$ cat config.mk
export PLATFORM = sky130hd
export DESIGN_NAME = nmea_sentence_buf
export DESIGN_NICKNAME = d
export VERILOG_FILES = /design/src/rtl/nmea_sentence_buf.sv
export SDC_FILE = /design/constraint.sdc
export NUM_CORES = 1
export LEC_CHECK = 0
export ABC_AREA = 1
export BUFFER_PORTS_ARGS = -buffer_cell sky130_fd_sc_hd__buf_4
export CORE_UTILIZATION = 60
export DETAILED_ROUTE_END_ITERATION = 10
export GPL_TIMING_DRIVEN = 0
export PLACE_DENSITY = 0.76
export SETUP_SLACK_MARGIN = 0.15
export SYNTH_ARGS = -nofsm -noshare
export SYNTH_HDL_FRONTEND = slang
export SYNTH_SLANG_ARGS = --single-unit
$ cat constraint.sdc
create_clock -name clk -period 3.85 [get_ports clk]
set_input_delay 0.77 -clock clk [delete_from_list [all_inputs] [get_ports clk]]
set_output_delay 0.77 -clock clk [all_outputs]
set_load 0.005 [all_outputs]
$ cat src/rtl/nmea_sentence_buf.sv
// ----------------------------------------------------------------------------
// nmea_sentence_buf
// Simple dual-port payload buffer, DEPTH x 8, one write port and one read
// port with a registered read (maps onto block RAM with output register).
// Ports:
//   clk      - clock
//   srst     - synchronous active-high reset of the read register only
//   wr_en    - write strobe
//   wr_addr  - write address
//   wr_data  - write data
//   rd_en    - read strobe; rd_data holds its value while low
//   rd_addr  - read address
//   rd_data  - registered read data
// ----------------------------------------------------------------------------
module nmea_sentence_buf #(
   parameter int DEPTH  = 80,
   parameter int ADDR_W = 7
) (
   input  logic              clk,
   input  logic              srst,
   input  logic              wr_en,
   input  logic [ADDR_W-1:0] wr_addr,
   input  logic [7:0]        wr_data,
   input  logic              rd_en,
   input  logic [ADDR_W-1:0] rd_addr,
   output logic [7:0]        rd_data
);

   logic [7:0] mem [0:DEPTH-1];

   always_ff @(posedge clk) begin
      if (wr_en) begin
         mem[wr_addr] <= wr_data;
      end
   end

   // The read register is the downstream data output, so it only moves
   // when a new byte is requested; that is what keeps data stable in stalls.
   always_ff @(posedge clk) begin
      if (srst) begin
         rd_data <= 8'h00;
      end else if (rd_en) begin
         rd_data <= mem[rd_addr];
      end
   end

endmodule

==> key figures <==
Critical path
  – Reg-to-reg endpoint: rd_data[5]
  – Crit path DAT: 2.65 ns
  – Crit path max fanout: 8
  – R2r startpoint: mem[57][5]
  – Critical path type: input pin to flip-flop
  – R2R cell count: 10
  – Worst Path Required: 4.11 ns
  – Critical path launch point type: input pin
  – Crit. End Element: flip-flop
  – Reg2Reg Setup Slack: 2.19 ns

Clocking
  – Setup Fix Bufs, Post-CTS: 0
  – Sink Count: 648
  – Clock latency at the later pin of the worst-skew pair: 0.66 ns
  – CTS tree: done
  – H-tree depth: 2
  – Clock-pin slew on the worst setup and hold paths: 0.06 ns
  – Post-cts resize count: 0
  – CTS Buf Count: 61
  – Hold-fix buffers at CTS: 0
  – Root Buffer: clkbuf_16
  – CTS max path bufs: 3

Floorplan
  – Area of the core region: 43400 µm²
  – Io pins: 34
  – Std-Cell Rows: 76
  – Die X: 212 µm
  – Die Area: 45000 µm²
  – Die extent in y: 212 µm
  – Initial Util: 0.612

Min path
  – HP Class: input pin to flip-flop
  – Worst Hold Endpoint: rd_data[4]
  – Hold path start: rd_en
  – Worst Hold Depth: 3

Cells and area
  – Layout Area Growth over Synthesis: 11.1%
  – Share of cells above drive strength 1: 0.0940
  – Final instance area: 29500 µm²
  – NumNets Final: 2324
  – Area occupied by multi-input gates: 6120 µm²
  – Fill count: 3101
  – Register area: 19400 µm²

Synth
  – Mapped Nets: 2236
  – Post-synthesis cell type count: 23
  – Synth warn: 0
  – Synth Area per Inst: 12.0 µm²
  – Synth Instances: 2210
  – Synthesized flop and latch total: 648
  – Post-Syn Area: 26500 µm²
  – Sequential share of the synthesized area: 0.731

Timing
  – Slew Viols, Final: 0
  – Relative slew slack: 0.263
  – Worst slew pin tran: 1.10 ns
  – Post-layout min period: 2.39 ns
  – RSZ-0062 raised after global routing: false
  – Setup-failing EPs final: 0
  – Post-route clock period utilization: 0.620
  – Final Skew: 0.0278 ns
  – Final hold viol count: 0
  – F_max: 419 MHz
  – Final TNS setup: 0 ns

Place
  – Dpl cell area: 27400 µm²
  – Detailed Place HPWL: 49000 µm
  – # port buffers: 25
  – GPL Wtd Cong: 0.965

Detailed routing
  – # DRC: 0
  – Via density: 6.23
  – Iteration-0 DRC Markers: 2832
  – Detail Route Antenna Nets: 0
  – Vias: 18300
  – Drt total wl: 75200 µm
  – DR WL/cell: 25.6 µm
  – Router iterations before antenna repair: 6

GRT
  – Gr ovfl total: 0
  – Initial antenna violation count: 2
  – Largest net degree at the start of global routing: 81
  – Vias in the first global route: 17200
  – First-pass GRT wire length: 109000 µm
  – Total track usage: 0.341

Flow run
  – Max-Cap Viols: 0

Pwr
  – Worst IR Drop VDD: 0.000487 V
  – Pwr dens: 505 nW/µm²
  – Pwr Total: 14900 µW
  – Leak: 0.0104 µW

Status
  – Status: complete, no violations
## metrics by stage
stage               hold slack [ns]  utilization  setup WS (ns)  instances
floorplan                     0.514            -           1.79       2210
global placement              0.516        0.633          0.955       2820
detailed placement            0.525        0.633          0.880       2820
CTS                           0.435        0.680           1.54       2935
global route                  0.476        0.680           1.45       2935
finish                        0.453        0.680           1.46       2937
## kinds of logic (layout without fill, tap and decap cells)
kind of cell           after synthesis  after routing  share of synthesized area
buffers and inverters              161            301                     0.0385
and+or+nand+nor                   1285           1285                      0.204
DFF                                648            648                      0.731
other                                0              2                          0
AOI/OAI and AO/OA                  116            116                     0.0265
## final cells by class
| class | instances | area share |
|---|---|---|
| Tap cell | 585 | 0.0248 |
| Inverter | 22 | 0.00306 |
| Timing Repair Buffer | 25 | 0.00637 |
| Antenna cell | 2 | 0.000170 |
| Clock inverter | 43 | 0.0157 |
| Multi-Input combinational cell | 1401 | 0.208 |
| Clock buffer | 72 | 0.0532 |
| Sequential cell | 648 | 0.657 |
| Buffer | 139 | 0.0316 |
## cells in the final DEF, fill, tap and decap left out, types with 5 or more instances in the layout
master and n:
a21oi_1 6, buf_1 11, buf_2 43, buf_4 50, buf_6 32, bufinv_16 8, clkbuf_1 37, clkbuf_16 61
clkinv_1 15, clkinv_2 11, clkinvlp_4 5, dfxtp_1 8, edfxtp_1 640, inv_1 19, nand2_1 660, nand3_1 466
nor2_1 151, nor3_1 8, o21ai_0 68, o21ai_1 6, o221ai_1 28
## how the worst max path moves through the flow
stage	start	end	slack, ns	cells past startpoint
floorplan	wr_en	mem[43][0]	1.79	3
detailed placement	rd_addr[2]	rd_data[5]	0.88	11
global placement	rd_addr[2]	rd_data[6]	0.96	11
global route	rd_addr[2]	rd_data[2]	1.45	11
finish	wr_addr[2]	mem[5][3]	1.46	5
CTS	rd_addr[2]	rd_data[5]	1.54	11
## flip-flops by register name, summed over array words and instances (netlist names)
name	count
mem	640
rd_data	8
## Yosys cell counts
cell,number,share of area
a21oi_1,6,0.0011
a21oi_2,2,0.00066
buf_1,11,0.0016
buf_2,43,0.0081
buf_4,25,0.0071
buf_6,32,0.014
buf_8,2,0.0011
clkbuf_1,26,0.0037
dfxtp_1,8,0.0060
edfxtp_1,640,0.72
inv_1,19,0.0027
inv_2,1,0.00014
inv_4,1,0.00024
inv_6,1,0.00033
nand2_1,660,0.093
nand3_1,466,0.088
nor2_1,151,0.021
nor3_1,8,0.0015
o211ai_1,2,0.00057
o21ai_0,68,0.013
o21ai_1,6,0.0011
o221ai_1,28,0.0092
o22ai_1,4,0.00094
## where the power goes
part	total (µW)	internal [µW]	switching, µW
Combinational	1010	259	747
Clock	6090	3460	2630
Sequential	7790	7780	9.41
## critical path: stages
cell and delay [ns]:
buf_4 0.12, inv_1 0.07, nor3_1 0.28, nand2_1 0.49, nor2_1 0.91
## routing by layer
layer	track usage	wire length (µm)	vias up
li1	-	-	8041
met1	0.487	28500	8797
met2	0.525	34400	1301
met3	0.0784	9930	165
met4	0.110	2350	0
met5	0	0	-
Note: power is estimated with default switching activity, not from simulation.
